==> src/rtl/mux_pkg.sv <==
// rtl/mux_pkg.sv - shared widths and types for the 4:1 mux data path
package mux_pkg;
  localparam int DATA_W = 4;
  localparam int NCH    = 4;

  typedef logic [DATA_W-1:0] data_t;
  typedef logic [1:0]        ch_t;
endpackage

==> src/rtl/mux_4_1.sv <==
// rtl/mux_4_1.sv - combinational 4:1 data multiplexer
module mux_4_1
  import mux_pkg::*;
(
  input  data_t d0,
  input  data_t d1,
  input  data_t d2,
  input  data_t d3,
  input  ch_t   sel,
  output data_t y
);

  always_comb begin
    y = d0;
    unique case (sel)
      2'd0: y = d0;
      2'd1: y = d1;
      2'd2: y = d2;
      2'd3: y = d3;
      default: y = d0;
    endcase
  end

endmodule

==> src/rtl/rr_mux_4_1_stage.sv <==
// rtl/rr_mux_4_1_stage.sv - round-robin 4-way merge with a one-entry registered output
module rr_mux_4_1_stage
  import mux_pkg::*;
#(
  parameter ch_t PTR_RESET = 2'd3
) (
  input  logic           clk,
  input  logic           rst,
  input  logic [NCH-1:0] in_valid,
  input  data_t          in_data0,
  input  data_t          in_data1,
  input  data_t          in_data2,
  input  data_t          in_data3,
  output logic [NCH-1:0] in_ready,
  output logic           out_valid,
  output data_t          out_data,
  output ch_t            out_sel,
  input  logic           out_ready
);

  // Returns {found, index}: first requester after 'last', wrapping back to 'last' itself.
  function automatic logic [2:0] rr_grant(input logic [NCH-1:0] req, input ch_t last);
    logic found;
    ch_t  gnt;
    ch_t  idx;
    found = 1'b0;
    gnt   = last;
    for (int k = 1; k <= NCH; k++) begin
      idx = last + ch_t'(k);
      if (!found && req[idx]) begin
        found = 1'b1;
        gnt   = idx;
      end
    end
    return {found, gnt};
  endfunction

  logic  out_valid_q, out_valid_d;
  data_t out_data_q,  out_data_d;
  ch_t   out_sel_q,   out_sel_d;
  ch_t   last_q,      last_d;

  logic  load;
  logic  gnt_any;
  ch_t   gnt;
  data_t mux_y;

  assign load = ~out_valid_q | out_ready;
  assign {gnt_any, gnt} = rr_grant(in_valid, last_q);

  mux_4_1 u_mux (
    .d0  (in_data0),
    .d1  (in_data1),
    .d2  (in_data2),
    .d3  (in_data3),
    .sel (gnt),
    .y   (mux_y)
  );

  always_comb begin
    in_ready = '0;
    if (!rst && load && gnt_any) begin
      in_ready[gnt] = 1'b1;
    end
  end

  // Priority pointer moves only on a real transfer so idle cycles keep fairness intact.
  always_comb begin
    out_valid_d = out_valid_q;
    out_data_d  = out_data_q;
    out_sel_d   = out_sel_q;
    last_d      = last_q;
    if (load) begin
      if (gnt_any) begin
        out_valid_d = 1'b1;
        out_data_d  = mux_y;
        out_sel_d   = gnt;
        last_d      = gnt;
      end else begin
        out_valid_d = 1'b0;
      end
    end
  end

  always_ff @(posedge clk or posedge rst) begin
    if (rst) begin
      out_valid_q <= 1'b0;
      out_data_q  <= '0;
      out_sel_q   <= '0;
      last_q      <= PTR_RESET;
    end else begin
      out_valid_q <= out_valid_d;
      out_data_q  <= out_data_d;
      out_sel_q   <= out_sel_d;
      last_q      <= last_d;
    end
  end

  assign out_valid = out_valid_q;
  assign out_data  = out_data_q;
  assign out_sel   = out_sel_q;

endmodule

==> config.mk <==
export PLATFORM = sky130hd
export DESIGN_NAME = rr_mux_4_1_stage
export DESIGN_NICKNAME = d
export VERILOG_FILES = /design/src/rtl/mux_pkg.sv /design/src/rtl/mux_4_1.sv /design/src/rtl/rr_mux_4_1_stage.sv
export SDC_FILE = /design/constraint.sdc
export NUM_CORES = 1
export LEC_CHECK = 0
export BUFFER_PORTS_ARGS = -buffer_cell sky130_fd_sc_hd__buf_2
export CAP_MARGIN = 30
export CELL_PAD_IN_SITES_DETAIL_PLACEMENT = 0
export CELL_PAD_IN_SITES_GLOBAL_PLACEMENT = 1
export CORE_MARGIN = 8
export CORE_UTILIZATION = 30
export CTS_CLUSTER_DIAMETER = 100
export DETAILED_ROUTE_END_ITERATION = 8
export PLACE_DENSITY = 0.78
export SYNTH_ARGS = -nofsm -noshare
export SYNTH_HDL_FRONTEND = slang
export SYNTH_HIERARCHICAL = 1
export SYNTH_SLANG_ARGS = --single-unit
==> constraint.sdc <==
create_clock -name clk -period 2.28 [get_ports clk]
set_input_delay 0 -clock clk [delete_from_list [all_inputs] [get_ports clk]]
set_output_delay 0 -clock clk [all_outputs]
set_load 0.02 [all_outputs]
**Word level (Yosys, flattened, before mapping)**

Index checks and enable logic that the tools add are counted.

- Output and inout port bits: 11
- Bits in registers: 9

- Eq/ne operators: 3
- Bitwise gates (word level): 2
- $add $sub $neg: 3
- Magnitude comparators: 6
- Reduce and logical (&&, ||, !) cells: 12
- Muxes and demuxes: 21

Operators with widths:

| cell | count |
|---|---|
| $pmux 4 s4 | 1 |
| $lt 2x3->1 const B | 5 |
| $mux 1 | 10 |
| $bmux 1 s2 | 4 |
| $mux 2 | 4 |
| $logic_and 1x1->1 | 6 |
| $add 2x2->2 const B | 2 |
| $eq 2x2->1 const B | 2 |
| $logic_not 1->1 | 4 |
| $mux 4 | 1 |
| $add 2x1->2 const B | 1 |
| $demux 1 s2 | 1 |
| $eq 2x1->1 const B | 1 |
| $ge 2x1->1 const B | 1 |
| $logic_not 2->1 | 1 |
| $reduce_and 2->1 | 1 |
| $not 1->1 | 1 |
| $or 1x1->1 | 1 |

**Longest topological paths before layout**

- Depth after elaboration: 18
- Gate-level depth with buffers: 7
- Gate-level depth less buffers: 6

**Cells and area by module**

Netlist, hierarchy kept.

Modules (own cells, without submodules):

| module | area each (µm²) | cells an instance | seq. area each (µm²) | instances |
|---|---|---|---|---|
| rr_mux_4_1_stage | 490.5 | 48 | 227.7 | 1 |
| mux_4_1 | 105.1 | 4 | 0.0 | 1 |

**Worst setup path after synthesis**

OpenSTA, ideal clock, no wires.

- Path kind: reg-to-reg
- Start point: register last_q[1]
- End point: register out_data_q[3] (netlist: out_data[3])
- Buffers on the path: 1
- Path slack: 0.189 ns
- Data required time: 2.155 ns
- Data arrival time: 1.966 ns
- Cell stages (with the launch flop): 8
- Clock period less this slack: 2.091 ns
- Cells stage by stage: dfstp_2 buf_2 nand2_1 a21oi_1 nor3_4 inv_1 mux4_1 mux2_4

- Word-level cells in the longest chain between the ends: 15
- Elaborated cells between the ends (all ways): 31
- Classes of those cells: add/sub (3); eq/ne (3); mux (17); reduce/logical (8)

Ends and longest elaborated chain:

| element | line | text |
|---|---|---|
| from (decl) | rr_mux_4_1_stage.sv:41 | `ch_t last_q, last_d;` |
| from (signal assigned) | rr_mux_4_1_stage.sv:95 | `last_q <= last_d;` |
| $add 2x1->2 | rr_mux_4_1_stage.sv:29 | `idx = last + ch_t'(k);` |
| $bmux 1 s2 | rr_mux_4_1_stage.sv:30 | `if (!found && req[idx]) begin` |
| $mux 1 (implied by the code) | rr_mux_4_1_stage.sv:30 |  |
| $mux 1 | rr_mux_4_1_stage.sv:30 |  |
| $logic_not 1->1 | rr_mux_4_1_stage.sv:30 |  |
| $logic_and 1x1->1 | rr_mux_4_1_stage.sv:30 |  |
| $mux 1 | rr_mux_4_1_stage.sv:30 |  |
| $logic_not 1->1 | rr_mux_4_1_stage.sv:30 |  |
| $logic_and 1x1->1 | rr_mux_4_1_stage.sv:30 |  |
| $mux 1 | rr_mux_4_1_stage.sv:30 |  |
| $logic_not 1->1 | rr_mux_4_1_stage.sv:30 |  |
| $logic_and 1x1->1 | rr_mux_4_1_stage.sv:30 |  |
| $mux 2 (*) | rr_mux_4_1_stage.sv:30 |  |
| named net gnt[0] | rr_mux_4_1_stage.sv:45 | `ch_t gnt;` |
| $eq 2x2->1 (tied with other cells) | mux_4_1.sv:15 | `unique case (sel)` |
| $pmux 4 s4 (*) | mux_4_1.sv:15 |  |
| named net mux_y[3] | rr_mux_4_1_stage.sv:46 | `data_t mux_y;` |
| to (signal assigned) | rr_mux_4_1_stage.sv:93 | `out_data_q <= out_data_d;` |
| to (decl) | rr_mux_4_1_stage.sv:39 | `data_t out_data_q, out_data_d;` |

Mark *: on every way through the listed nets, which the timed path passes. The rest lies on a longest branch. The select of a mux whose other input is x is not followed.
A chain may end at the register's enable or synchronous reset.

**Worst setup path in the final report**

Same ends and word-level chain as after synthesis.

==> reports/metrics.csv <==
metric;value;unit
slew of the pin with the lowest slew margin;599;ps
R2R Path End;out_data[3];
area of the mapped netlist;596;sq um
clock share of power;0.176;
GRT overflow;0;
cell-internal power;437;uW
run status;complete, no violations;
power density normalized to cell area;826;nW/um^2
weighted congestion at the end of routability-driven global placement;0.690;
worst setup path endpoint;out_data[3];
pins over their slew limit;0;
switching part of the total power;0.364;
Final Routed Wirelength;1.49;mm
top library cells by usage in the layout, fill and taps aside;33 x buf_2, 7 x nor2_1, 7 x dfrtp_1, 5 x inv_1;
Slew Limit Headroom;0.600;
total global routing track utilization;0.0932;
critical path data arrival time;2270;ps
Diodes inserted;0;
total CTS buffers;3;
vias per cell;4.50;
post_cts resized;0;
initial antenna violation count;0;
number of flip-flops and latches in the synthesized netlist;9;
most common cell after layout, fill and taps aside;buf_2;
die outline height;60.6;um
Rows;16;
final setup vio count;0;
post-route cell area;832;sq um
total iterations of the first detailed-routing run;2;
data required time at the worst endpoint;2420;ps
initial core utilization;0.310;
setup clock skew after layout;3.38;ps
vias in the first global route;583;
clock transition time at the flip-flop clock pins of the worst setup and hold paths;60;ps
ANT nets after route;0;
drt first-iter violations;6;
Yosys cell types;24;
number of nets in the finished design;114;
Max Buffers Root-to-Sink;2;
endpoint kind of the worst setup timing path;flop;
Max Freq;470;MHz
minimum clock period after layout;2130;ps
beginning of the worst register-to-register path;last_q[1];
DRC violations left;0;
dpl cell area;786;sq um
worst hold path class;in -> reg;
count of buffers added by post-CTS timing repair for setup;0;
static leakage;0.000417;uW
net count after synthesis;75;
sum of net half-perimeters after detailed placement;1.25;mm
count of buffers inserted at the top-level ports;33;
overall via count from detail_route;526;
sequential-to-total area share from yosys stat;0.382;
power share of the combinational group;0.462;
setup repair after global routing missed its margin;no;
number of cells on the worst reg-to-reg path;6;
clock network latency to the later pin of the worst-skew pair;260;ps
Wirelength per Cell;12.7;um
maximum number of pins on one net before global-route repair;14;
largest fanout of any net on the critical path;8;
# H-tree levels;1;
Synth warnings;6;
wire length of the first global-routing pass;2.46;mm
startpoint of the most critical setup path;last_q[1];
worst-case vdd ir drop;0.000399;V
Critical Path Source Type;flop;
Synth Instances;52;
Die ar.;3670;sq um
Reg power frac;0.362;
Power, Total;687;uW
multi-input logic area;333;sq um
clk sinks;9;
average footprint of a synthesized cell;11.5;sq um
Reg area;228;sq um
Layout Area Growth over Synthesis;39.7;%
final clock period utilization by the worst path;0.933;
post-route setup TNS;0;ps
Clock Tree Root;clkbuf_4;
TritonCTS clock tree;done;
area inside the core boundary;1920;sq um
MaxCap Viol Count;0;
fraction of layout instances using a drive strength above 1;0.522;
width of the die;60.6;um
number of hold violations in the final report;0;
total net switching power;250;uW
setup slack of the worst register-to-register path;150;ps
I/O pin count;34;
number of cells in the design after placement;111;
Setup CP Type;reg -> reg;
layout filler cell count;202;
Finished Layout Cells;117;
## cell families after synthesis
| family | count (synthesis) | share of synthesized area |
|---|---|---|
| simple gates | 18 | 0.181 |
| compound gates | 9 | 0.103 |
| mux | 9 | 0.275 |
| flops | 9 | 0.382 |
| buf+inv | 7 | 0.0588 |
## layer usage
layer,wire length (um),up-vias,global-route usage,share of wire
met3,172,4,0.0487,0.12
met1,649,226,0.103,0.44
met5,0,-,0,0
met4,45,0,0.0797,0.030
met2,622,27,0.128,0.42
li1,-,269,-,-
## critical path, stage by stage, from the launching register on
cell and delay, ps:
dfstp_2 590, nand2_1 70, a21oi_1 240, nor3_4 50, inv_1 200, mux4_1 590, mux2_4 270
## stage by stage
step | setup WS, ps | utilization | hold slack (ps)
6_report | 153 | 0.433 | 20.2
5_1_grt | 45.2 | 0.433 | 69.8
4_1_cts | 134 | 0.433 | 18.0
3_5_place_dp | 147 | 0.409 | 0.596
3_3_place_gp | 190 | 0.409 | -1.18
2_1_floorplan | 189 | - | -158
## worst min path at each step
stage | start | to | slack, ps | cells past startpoint
finish | in_valid[0] | out_valid | 20 | 3
global route | in_valid[0] | out_valid | 70 | 3
CTS | in_valid[0] | out_valid | 20 | 3
detailed placement | rst | out_data[1] | 0.6 | 2
global placement | rst | out_valid | -1 | 2
floorplan | rst | out_data[0] | -160 | 1
## flip-flops by register name, summed over array words and instances (netlist names)
| name | cells |
|---|---|
| out_data | 4 |
| out_sel | 2 |
| last_q | 2 |
| out_valid | 1 |
## power by group through the flow
stage | Clock [uW] | Sequential (uW) | Combinational [uW]
3_3_place_gp | 0 | 250 | 316
5_1_grt | 142 | 257 | 346
4_1_cts | 128 | 249 | 324
2_1_floorplan | 0 | 291 | 182
6_report | 121 | 249 | 317
3_5_place_dp | 0 | 252 | 320
## cells in the mapped netlist, drive strengths merged
library cell | number | area [sq um]
and3b | 1 | 8.76
nor4 | 1 | 12.5
inv | 5 | 18.8
nor3b | 1 | 7.51
dfrtp | 7 | 175
nand2 | 2 | 7.51
o31ai | 1 | 12.5
nand3 | 2 | 10.0
dfstp | 2 | 52.6
o21a | 2 | 15.0
or3 | 1 | 6.26
nor3 | 1 | 16.3
a21oi | 5 | 28.8
nor2 | 7 | 26.3
mux2i | 1 | 10.0
mux4 | 4 | 105
o21ai | 1 | 5.00
buf | 2 | 16.3
mux2 | 4 | 48.8
nand2b | 1 | 6.26
nor2b | 1 | 6.26
## timing repair
action | in CTS | in global routing
endpoints found under the hold margin | 8 | 0
hold buffers | 2 | 0
endpoints found under the setup margin | 0 | 0
## area by class of cell
type	instances	share of cell area
clock buffer	4	0.0316
inverter	5	0.0226
multi-input combinational	36	0.400
tap	27	0.0406
timing repair buffer	36	0.232
sequential	9	0.274
Note: power is estimated with default switching activity, not from simulation.
